==> src/rtl/global_buffer_pkg.sv <==
// Shared global-buffer types: bank geometry, bank request/response packets
// and the read-streamer FSM state encoding.
package global_buffer_pkg;

  localparam int BANK_ADDR_WIDTH = 17;
  localparam int BANK_DATA_WIDTH = 64;

  typedef struct packed {
    logic                       rd_en;
    logic [BANK_ADDR_WIDTH-1:0] rd_addr;
  } rdrq_packet_t;

  typedef struct packed {
    logic [BANK_DATA_WIDTH-1:0] rd_data;
    logic                       rd_data_valid;
  } rdrs_packet_t;

  typedef enum logic [1:0] {
    STRM_IDLE  = 2'd0,
    STRM_RUN   = 2'd1,
    STRM_DRAIN = 2'd2,
    STRM_DONE  = 2'd3
  } strm_state_e;

endpackage

==> src/rtl/glb_fifo.sv <==
// First-word-fall-through FIFO used as the streamer response buffer.
// rdata reads as zero whenever the FIFO is empty.
module glb_fifo #(
  parameter int DATA_WIDTH = 64,
  parameter int DEPTH      = 4
) (
  input  logic                   clk,
  input  logic                   reset,
  input  logic                   push,
  input  logic [DATA_WIDTH-1:0]  wdata,
  input  logic                   pop,
  output logic [DATA_WIDTH-1:0]  rdata,
  output logic                   full,
  output logic                   empty,
  output logic [$clog2(DEPTH):0] count
);
  localparam int AW = $clog2(DEPTH);

  logic [DATA_WIDTH-1:0] mem_q [DEPTH];
  logic [AW-1:0]         wr_ptr_q, rd_ptr_q;
  logic [AW:0]           count_q, count_d;
  logic                  push_ok, pop_ok;

  assign empty   = (count_q == '0);
  assign full    = (count_q == (AW+1)'(DEPTH));
  assign pop_ok  = pop && !empty;
  // A push into a full FIFO is honoured only if a pop frees a slot this edge.
  assign push_ok = push && (!full || pop_ok);
  assign rdata   = empty ? '0 : mem_q[rd_ptr_q];
  assign count   = count_q;

  // Occupancy next state; simultaneous push and pop leave it unchanged.
  always_comb begin
    count_d = count_q;
    if (push_ok && !pop_ok)      count_d = count_q + (AW+1)'(1);
    else if (!push_ok && pop_ok) count_d = count_q - (AW+1)'(1);
  end

  // Storage array; stale slots are never visible because rdata is gated by empty.
  always_ff @(posedge clk) begin
    if (push_ok) mem_q[wr_ptr_q] <= wdata;
  end

  // Pointers and occupancy, cleared by reset (DEPTH is a power of two, so pointers wrap naturally).
  always_ff @(posedge clk) begin
    if (!reset) begin
      wr_ptr_q <= '0;
      rd_ptr_q <= '0;
      count_q  <= '0;
    end else begin
      if (push_ok) wr_ptr_q <= wr_ptr_q + AW'(1);
      if (pop_ok)  rd_ptr_q <= rd_ptr_q + AW'(1);
      count_q <= count_d;
    end
  end

endmodule

==> src/rtl/glb_bank_rd_streamer.sv <==
// Global-buffer bank read streamer: issues strided bank reads under a credit
// scheme sized to the response buffer, and streams the returned words out in
// request order through a FWFT buffer.
module glb_bank_rd_streamer
  import global_buffer_pkg::*;
#(
  parameter int FIFO_DEPTH = 4,
  parameter int CNT_WIDTH  = 16
) (
  input  logic                       clk,
  input  logic                       reset,
  input  logic                       cfg_start,
  input  logic [BANK_ADDR_WIDTH-1:0] cfg_start_addr,
  input  logic [BANK_ADDR_WIDTH-1:0] cfg_stride,
  input  logic [CNT_WIDTH-1:0]       cfg_num_words,
  output rdrq_packet_t               rdrq_packet,
  input  rdrs_packet_t               rdrs_packet,
  output logic [BANK_DATA_WIDTH-1:0] strm_data,
  output logic                       strm_valid,
  input  logic                       strm_ready,
  output logic                       busy,
  output logic                       done
);
  localparam int FCW = $clog2(FIFO_DEPTH) + 1;
  localparam logic [CNT_WIDTH:0] DEPTH_C = (CNT_WIDTH+1)'(FIFO_DEPTH);

  strm_state_e                state_q, state_d;
  logic [BANK_ADDR_WIDTH-1:0] addr_q, addr_d, stride_q, stride_d;
  logic [BANK_ADDR_WIDTH-1:0] rd_addr_q, rd_addr_d;
  logic                       rd_en_q, rd_en_d;
  logic [CNT_WIDTH-1:0]       num_q, num_d, req_cnt_q, req_cnt_d;
  logic [CNT_WIDTH-1:0]       rsp_cnt_q, rsp_cnt_d, outst_q, outst_d;

  logic [FCW-1:0]   fifo_count;
  logic             fifo_full, fifo_empty;
  logic             active, rsp_acc, credit, issue;
  logic [CNT_WIDTH:0] in_use;

  assign active  = (state_q == STRM_RUN) || (state_q == STRM_DRAIN);
  // Responses only count while a stream is live and something is in flight.
  assign rsp_acc = rdrs_packet.rd_data_valid && active && (outst_q != '0);
  // Every in-flight request owns a buffer slot, so the buffer can never overflow.
  assign in_use  = {1'b0, outst_q} + (CNT_WIDTH+1)'(fifo_count);
  assign credit  = !fifo_full && (in_use < DEPTH_C);
  assign issue   = (state_q == STRM_RUN) && credit;

  assign rdrq_packet.rd_en   = rd_en_q;
  assign rdrq_packet.rd_addr = rd_addr_q;
  assign busy                = active;
  assign done                = (state_q == STRM_DONE);

  glb_fifo #(
    .DATA_WIDTH (BANK_DATA_WIDTH),
    .DEPTH      (FIFO_DEPTH)
  ) u_rsp_fifo (
    .clk   (clk),
    .reset (reset),
    .push  (rsp_acc),
    .wdata (rdrs_packet.rd_data),
    .pop   (strm_ready),
    .rdata (strm_data),
    .full  (fifo_full),
    .empty (fifo_empty),
    .count (fifo_count)
  );

  assign strm_valid = !fifo_empty;

  // Next-state, request generation and counter updates.
  always_comb begin
    state_d   = state_q;
    addr_d    = addr_q;
    stride_d  = stride_q;
    num_d     = num_q;
    req_cnt_d = req_cnt_q;
    rsp_cnt_d = rsp_cnt_q + CNT_WIDTH'(rsp_acc);
    outst_d   = outst_q;
    rd_en_d   = 1'b0;
    rd_addr_d = rd_addr_q;

    case ({issue, rsp_acc})
      2'b10:   outst_d = outst_q + CNT_WIDTH'(1);
      2'b01:   outst_d = outst_q - CNT_WIDTH'(1);
      default: outst_d = outst_q;
    endcase

    case (state_q)
      STRM_IDLE, STRM_DONE: begin
        state_d = STRM_IDLE;
        if (cfg_start) begin
          addr_d    = cfg_start_addr;
          stride_d  = cfg_stride;
          num_d     = cfg_num_words;
          req_cnt_d = '0;
          rsp_cnt_d = '0;
          outst_d   = '0;
          state_d   = (cfg_num_words == '0) ? STRM_DONE : STRM_RUN;
        end
      end
      STRM_RUN: begin
        if (issue) begin
          rd_en_d   = 1'b1;
          rd_addr_d = addr_q;
          addr_d    = addr_q + stride_q;
          req_cnt_d = req_cnt_q + CNT_WIDTH'(1);
          if (req_cnt_q + CNT_WIDTH'(1) == num_q) state_d = STRM_DRAIN;
        end
      end
      STRM_DRAIN: begin
        if ((outst_q == '0) && fifo_empty && (rsp_cnt_q == num_q)) state_d = STRM_DONE;
      end
      default: state_d = STRM_IDLE;
    endcase
  end

  // State, latched configuration, counters and the registered bank request.
  always_ff @(posedge clk) begin
    if (!reset) begin
      state_q   <= STRM_IDLE;
      addr_q    <= '0;
      stride_q  <= '0;
      num_q     <= '0;
      req_cnt_q <= '0;
      rsp_cnt_q <= '0;
      outst_q   <= '0;
      rd_en_q   <= 1'b0;
      rd_addr_q <= '0;
    end else begin
      state_q   <= state_d;
      addr_q    <= addr_d;
      stride_q  <= stride_d;
      num_q     <= num_d;
      req_cnt_q <= req_cnt_d;
      rsp_cnt_q <= rsp_cnt_d;
      outst_q   <= outst_d;
      rd_en_q   <= rd_en_d;
      rd_addr_q <= rd_addr_d;
    end
  end

endmodule

==> config.mk <==
export PLATFORM = sky130hd
export DESIGN_NAME = glb_bank_rd_streamer
export DESIGN_NICKNAME = d
export VERILOG_FILES = /design/src/rtl/global_buffer_pkg.sv /design/src/rtl/glb_fifo.sv /design/src/rtl/glb_bank_rd_streamer.sv
export SDC_FILE = /design/constraint.sdc
export NUM_CORES = 1
export LEC_CHECK = 0
export BUFFER_PORTS_ARGS = -buffer_cell sky130_fd_sc_hd__buf_2
export CAP_MARGIN = 15
export CORE_UTILIZATION = 60
export CTS_BUF_LIST = sky130_fd_sc_hd__clkbuf_2 sky130_fd_sc_hd__clkbuf_4 sky130_fd_sc_hd__clkbuf_8
export CTS_CLUSTER_SIZE = 8
export DETAILED_ROUTE_END_ITERATION = 6
export PLACE_DENSITY = 0.9
export SYNTH_ARGS = -nofsm -noshare
export SYNTH_HDL_FRONTEND = slang
export SYNTH_SLANG_ARGS = --single-unit
export TNS_END_PERCENT = 30
==> constraint.sdc <==
create_clock -name clk -period 7.3 [get_ports clk]
set_clock_uncertainty 0.1 [all_clocks]
set_input_delay 0.365 -clock clk [delete_from_list [all_inputs] [get_ports clk]]
set_output_delay 0.365 -clock clk [all_outputs]
set_load 0.02 [all_outputs]
After elaboration in Yosys (flattened, before gate mapping):

Memories as Yosys holds them, arrays and structs flattened. A register that Yosys moved wholly into a read port is not among the register bits.
Index checks and enable logic that the tools add are counted.

* add/subtract/negate cells: 10
* $lt $le $gt $ge: 1
* equality and inequality tests: 12
* multiplexer cells: 25
* reductions and logical operators: 29

Operator list (number)
* 2-to-1 mux 16 bit: 6
* 2-to-1 mux 64 bit: 1
* one-hot mux 16 bit (2 select lines): 2
* 2-to-1 mux 17 bit: 2
* one-hot mux 17 bit (2 select lines): 1
* adder 16 x 1 -> 16 bit, second input constant: 2
* == test 16 bit: 2
* logical NOT 16 bit: 2
* adder 16 x 3 -> 17 bit: 1
* adder 17 bit: 1
* < comparator 17 x 3 -> 1 bit, second input constant: 1
* adder 16 x 1 -> 16 bit: 1
* nonzero test 16 bit: 1
* subtractor 16 x 1 -> 16 bit, second input constant: 1
* 2-to-1 mux 2 bit: 7
* logical AND 1 bit: 10
* == test 2 bit, second input constant: 3
* 2-to-1 mux 3 bit: 2
* one-hot mux 2 bit (3 select lines): 1
* AND reduction 2 bit: 3
* AND reduction 3 bit: 2
* adder 2 x 1 -> 2 bit, second input constant: 2
* == test 2 x 1 -> 1 bit, second input constant: 2
* logical NOT 1 bit: 4
* 11 further kinds: 17

* flip-flop bits (word level): 125
* bits in writable memories: 256
* input port bits: 119
* logic and storage cells: 90
* memories: 1

Memory list
* u_rsp_fifo.mem_q: words 4, bits a word 64, read ports 1, clocked after Yosys merged registers in 1, wr ports 1, RTL line glb_fifo.sv:19 `logic [DATA_WIDTH-1:0] mem_q [DEPTH];`

Longest topological paths before layout:

* depth in word-level cells: 9
* gate-level depth with buffers: 17

Modules after synthesis:

From an unflattened synthesis, not the netlist that was laid out.

* cells, all modules: 1294
* area, all modules: 17006.3 um^2

By module, submodules not included
* glb_fifo: instances 1, cells each 454, area an instance 10157.2 um^2, seq. area each 7867.5 um^2
* glb_bank_rd_streamer: instances 1, cells each 840, area an instance 6849.1 um^2, seq. area each 2362.3 um^2

Worst setup path before layout:

OpenSTA, ideal clock, no wires.

* path type: register to register
* start point: register outst_q[5]
* end point: register outst_q[14]
* setup time: 0.079 ns
* data arrival time: 4.727 ns
* data required time: 7.121 ns
* slack: 2.394 ns
* cell stages (with the launch flop): 17
* clock period less this slack: 4.906 ns
* cells stage by stage: dfxtp_1 or4_1 o41a_1 o31ai_2 o2111ai_2 nor2_2 buf_4 inv_1 ha_1 fa_1 a21o_1 a21oi_1 o21bai_1 a41oi_1 o21ai_0 or4b_2 o211ai_1

* longest elaborated chain between the ends: 8

RTL lines
* from (decl): RTL line glb_bank_rd_streamer.sv:32 `logic [CNT_WIDTH-1:0] rsp_cnt_q, rsp_cnt_d, outst_q, outst_d;`
* from (signal assigned): RTL line glb_bank_rd_streamer.sv:135 `outst_q <= outst_d;`
* adder 16 x 3 -> 17 bit: RTL line glb_bank_rd_streamer.sv:43 `assign in_use = {1'b0, outst_q} + (CNT_WIDTH+1)'(fifo_count);`
* < comparator 17 x 3 -> 1 bit: RTL line glb_bank_rd_streamer.sv:44 `assign credit = !fifo_full && (in_use < DEPTH_C);`
* logical AND 1 bit: RTL line glb_bank_rd_streamer.sv:44
* logical AND 1 bit: RTL line glb_bank_rd_streamer.sv:45 `assign issue = (state_q == STRM_RUN) && credit;`
* == test 2 x 1 -> 1 bit or == test 2 bit (tied branches): RTL line glb_bank_rd_streamer.sv:81 `case ({issue, rsp_acc})`
* one-hot mux 16 bit (2 select lines) *: RTL line glb_bank_rd_streamer.sv:81
* 2-to-1 mux 16 bit: RTL line glb_bank_rd_streamer.sv:90 `if (cfg_start) begin`
* 2-to-1 mux 16 bit *: RTL line glb_bank_rd_streamer.sv:87 `case (state_q)`

Every way passes the cells marked *; elsewhere a longest branch is shown, timed or not.
A chain may end at the register's enable or synchronous reset.

Worst setup path in the final report:

Same ends and word-level chain as after synthesis.

==> flow_summary.toml <==
[global_routing]
grt-ovfl-total = 0
grt_usage_pct = 30.2
antenna_found_initial = 2
grt_max_degree = 68
grt_pass1_wl_um = 66600
grt_pass1_vias = 12529

[floorplan]
placementRows = 61
start_util_pct = 61.1
chipWidth_um = 170
dieArea_sq_mm = 0.0290
die_height_um = 170
ios = 204
coreArea_sq_mm = 0.0278

[critical_path]
reg2reg_to = "outst_q[14]$_SDFF_PN0_"
crit_type = "reg2reg"
r2r_start = "outst_q[5]$_SDFF_PN0_"
critPathArrivalTime_ns = 5.83
end_kind = "register"
r2r_slack_ns = 1.89
reg2reg_depth = 16
critPathRequiredTime_ns = 7.73
critPathLaunchType = "register"
cp_max_fo = 18

[timing]
tns_ns = 0
worstMarginPinSlew_ns = 1.06
worst_slack_ns = 1.89
finalHoldViolations = 0
final.period_utilization_pct = 74.1
setup_violations = 0
relSlewSlack_pct = 29.5
period_needed_ns = 5.41
rsz0062_at_grt = "no"
max_clock_freq_mhz = 185
finalMaxSlewViolations = 0

[power]
clkPwrFrac_pct = 29.1
switching_share_pct = 33.5
powerDensity_mw_per_mm2 = 318
p_int_uw = 4370
p_comb_share_pct = 30.8
power_frac_seq_pct = 40.1
ir_worst_vdd_mv = 0.286
power.switching_uw = 2200
p_leak_uw = 0.00776

[clocking]
cts_buffers = 60
post_cts_resized = 0
cts_sinks = 383
cts_tree = "done"
post_cts_buffers = 0
clk_latency_ns = 0.61
cts_buffer_depth = 3
clkSlewWorstSetupHoldPaths_ns = 0.06
cts_root_buf = "clkbuf_8"
h-tree-depth = 2

[logic_synthesis]
synth_top_area_share_pct = 45.3
synth_warnings = 0
synth_cell_type_count = 64
synth.most_common_cell = "edfxtp_1"
async_flop_share_pct = 0
synth_seq_cells = 383
syn-cell-area_sq_mm = 0.0170
avgSynthCellArea_sq_um = 13.0
synthTopCellsByArea = "edfxtp_1 (45%), dfxtp_1 (15%), mux4_2 (8.5%)"
syn_inst = 1305
yosys.area.top_type = "edfxtp_1"
synth_edf_count = 256
synth_fp_nets = 1471
synth-seq-area-share_pct = 60.2
synth_common_cells = "edfxtp_1 (256), dfxtp_1 (127), nand2_1 (120)"
synth-main-ff-cell = "edfxtp_1"

[worst_hold_path]
hp-class = "in2reg"
hold_depth = 3
hold_end = "addr_q[0]$_SDFFE_PN0P_"
worstHoldStart = "cfg_start_addr[0]"

[placement]
dpl.hpwl_um = 25400
pre_cts_slack_ns = 1.97
io_buffers = 203
routabilityCongestion = 0.864

[routing]
wirelength_um = 43800
drc = 0
final_antenna_net_count = 0
wl_per_cell_um = 21.4
vias = 12278
drtIter0Drc = 1052
vias_per_cell = 6.00
first_pass_iters = 6

[layout]
drive_gt1_share_pct = 23.9
nets = 1794
syn_to_final_growth_pct = 21.7

[run_status]
status = "complete, no violations"

[run]
max_cap_violations = 0
## per-layer routing
layer / global-route usage (%) / vias to the layer above / routed length [um]
li1: - / 5518 / -
met1: 34.5 / 5973 / 15800
met2: 53.9 / 660 / 22600
met3: 6.72 / 127 / 3590
met4: 14.1 / 0 / 1810
met5: 0 / - / 0
## cell usage in the layout (no fill, tap or decap), types with 7 or more instances in the layout
| cell type | Yosys | layout |
|---|---|---|
| edfxtp_1 | 256 | 256 |
| buf_2 | 4 | 203 |
| dfxtp_1 | 127 | 125 |
| nand2_1 | 120 | 120 |
| dlygate4sd3_1 | 0 | 108 |
| nor2_1 | 85 | 85 |
| a21oi_1 | 77 | 76 |
| and2_1 | 70 | 66 |
| clkbuf_8 | 0 | 65 |
| mux4_2 | 64 | 64 |
| ha_1 | 44 | 44 |
| xor2_1 | 39 | 39 |
| xnor2_1 | 39 | 39 |
| mux2i_1 | 35 | 35 |
| o21ai_0 | 30 | 30 |
| nand3_1 | 29 | 29 |
| clkbuf_4 | 0 | 23 |
| nor3_1 | 22 | 22 |
| inv_1 | 19 | 18 |
| o21a_1 | 16 | 16 |
| nand4_1 | 15 | 15 |
| a211oi_1 | 14 | 14 |
| nor4_1 | 13 | 13 |
| and3_1 | 13 | 13 |
| buf_4 | 2 | 13 |
| or3_1 | 13 | 12 |
| a21boi_0 | 11 | 11 |
| a21o_1 | 7 | 7 |
| nand2b_1 | 7 | 7 |
| a311oi_1 | 7 | 7 |
## worst max-delay path, cell delays in order, from the launching register on
cell,delay (ns)
dfxtp_1,0.38
or4_1,0.58
o41a_1,0.36
o31ai_2,0.22
o2111ai_2,0.26
nor2_2,0.14
buf_4,0.34
inv_1,0.11
ha_1,0.48
fa_1,0.53
a21o_1,0.17
a21oi_1,0.31
o21bai_1,0.16
a41oi_1,0.31
o21ai_0,0.15
or4b_2,0.62
o211ai_1,0.10
## logic make-up (layout without fill, tap and decap cells)
logic type                 after synthesis  after routing  share of synthesized area [%]
muxes                                  100            100                           10.6
xor gates and xnor gates                78             78                           4.02
AOI/OAI and AO/OA                      204            204                           7.75
adders and majority gates               47             47                           3.59
other                                    0              2                              0
buffers and inverters                   84            444                           1.93
and+or+nand+nor                        409            409                           11.9
DFF                                    383            383                           60.2
## flip-flops by register name, summed over array words and instances, names as in the netlist, named ones only
signal / cells
stride_q: 17
num_q: 16
u_rsp_fifo.count: 3
rsp_cnt_q: 16
outst_q: 16
addr_q: 17
u_rsp_fifo.rd_ptr_q: 2
req_cnt_q: 16
u_rsp_fifo.mem_q: 256
rd_addr_q: 17
state_q: 2
u_rsp_fifo.wr_ptr_q: 2
rd_en_q: 1
## power by group through the flow
stage / Clock, uW / Sequential [uW] / Combinational (uW)
global placement: 0 / 2660 / 1870
global route: 2020 / 2650 / 2190
detailed placement: 0 / 2670 / 1920
finish: 1910 / 2630 / 2030
CTS: 1890 / 2630 / 1990
floorplan: 0 / 2630 / 1420
## worst max path at each step
stage | startpoint | to | slack (ns) | depth (start not counted)
4_1_cts | outst_q[5]$_SDFF_PN0_ | outst_q[14]$_SDFF_PN0_ | 1.91 | 16
3_3_place_gp | outst_q[5]$_SDFF_PN0_ | outst_q[14]$_SDFF_PN0_ | 2.13 | 16
2_1_floorplan | outst_q[5]$_SDFF_PN0_ | outst_q[14]$_SDFF_PN0_ | 2.39 | 16
3_5_place_dp | outst_q[5]$_SDFF_PN0_ | outst_q[14]$_SDFF_PN0_ | 1.97 | 16
6_report | outst_q[5]$_SDFF_PN0_ | outst_q[14]$_SDFF_PN0_ | 1.89 | 16
5_1_grt | outst_q[5]$_SDFF_PN0_ | outst_q[14]$_SDFF_PN0_ | 1.64 | 16
## cell type report
| cell class | count | area, sq um |
|---|---|---|
| flip-flops and latches | 383 | 10200 |
| fillers | 1701 | 7110 |
| multi-input cells | 838 | 6440 |
| repair buffers | 325 | 2210 |
| clock buffers | 88 | 1070 |
| well taps | 378 | 473 |
| clock inverters | 11 | 156 |
| inverters | 20 | 75.1 |
| diodes | 2 | 5.00 |
## timing repair
item	in CTS	in global routing
endpoints found under the setup margin	0	0
hold buffers	108	0
hold endpoints to repair	300	0
## stage by stage
step	util, %	hold slack [ns]	power, uW	cells	instance area (sq um)
3_3_place_gp	66.0	0.351	4530	1835	18300
6_report	74.4	0.0302	6570	2045	20700
4_1_cts	74.3	0.000992	6510	2042	20600
2_1_floorplan	-	0.340	4050	1305	17000
3_5_place_dp	66.0	0.353	4590	1835	18300
5_1_grt	74.4	0.0189	6860	2045	20700
Note: power is estimated with default switching activity, not from simulation.
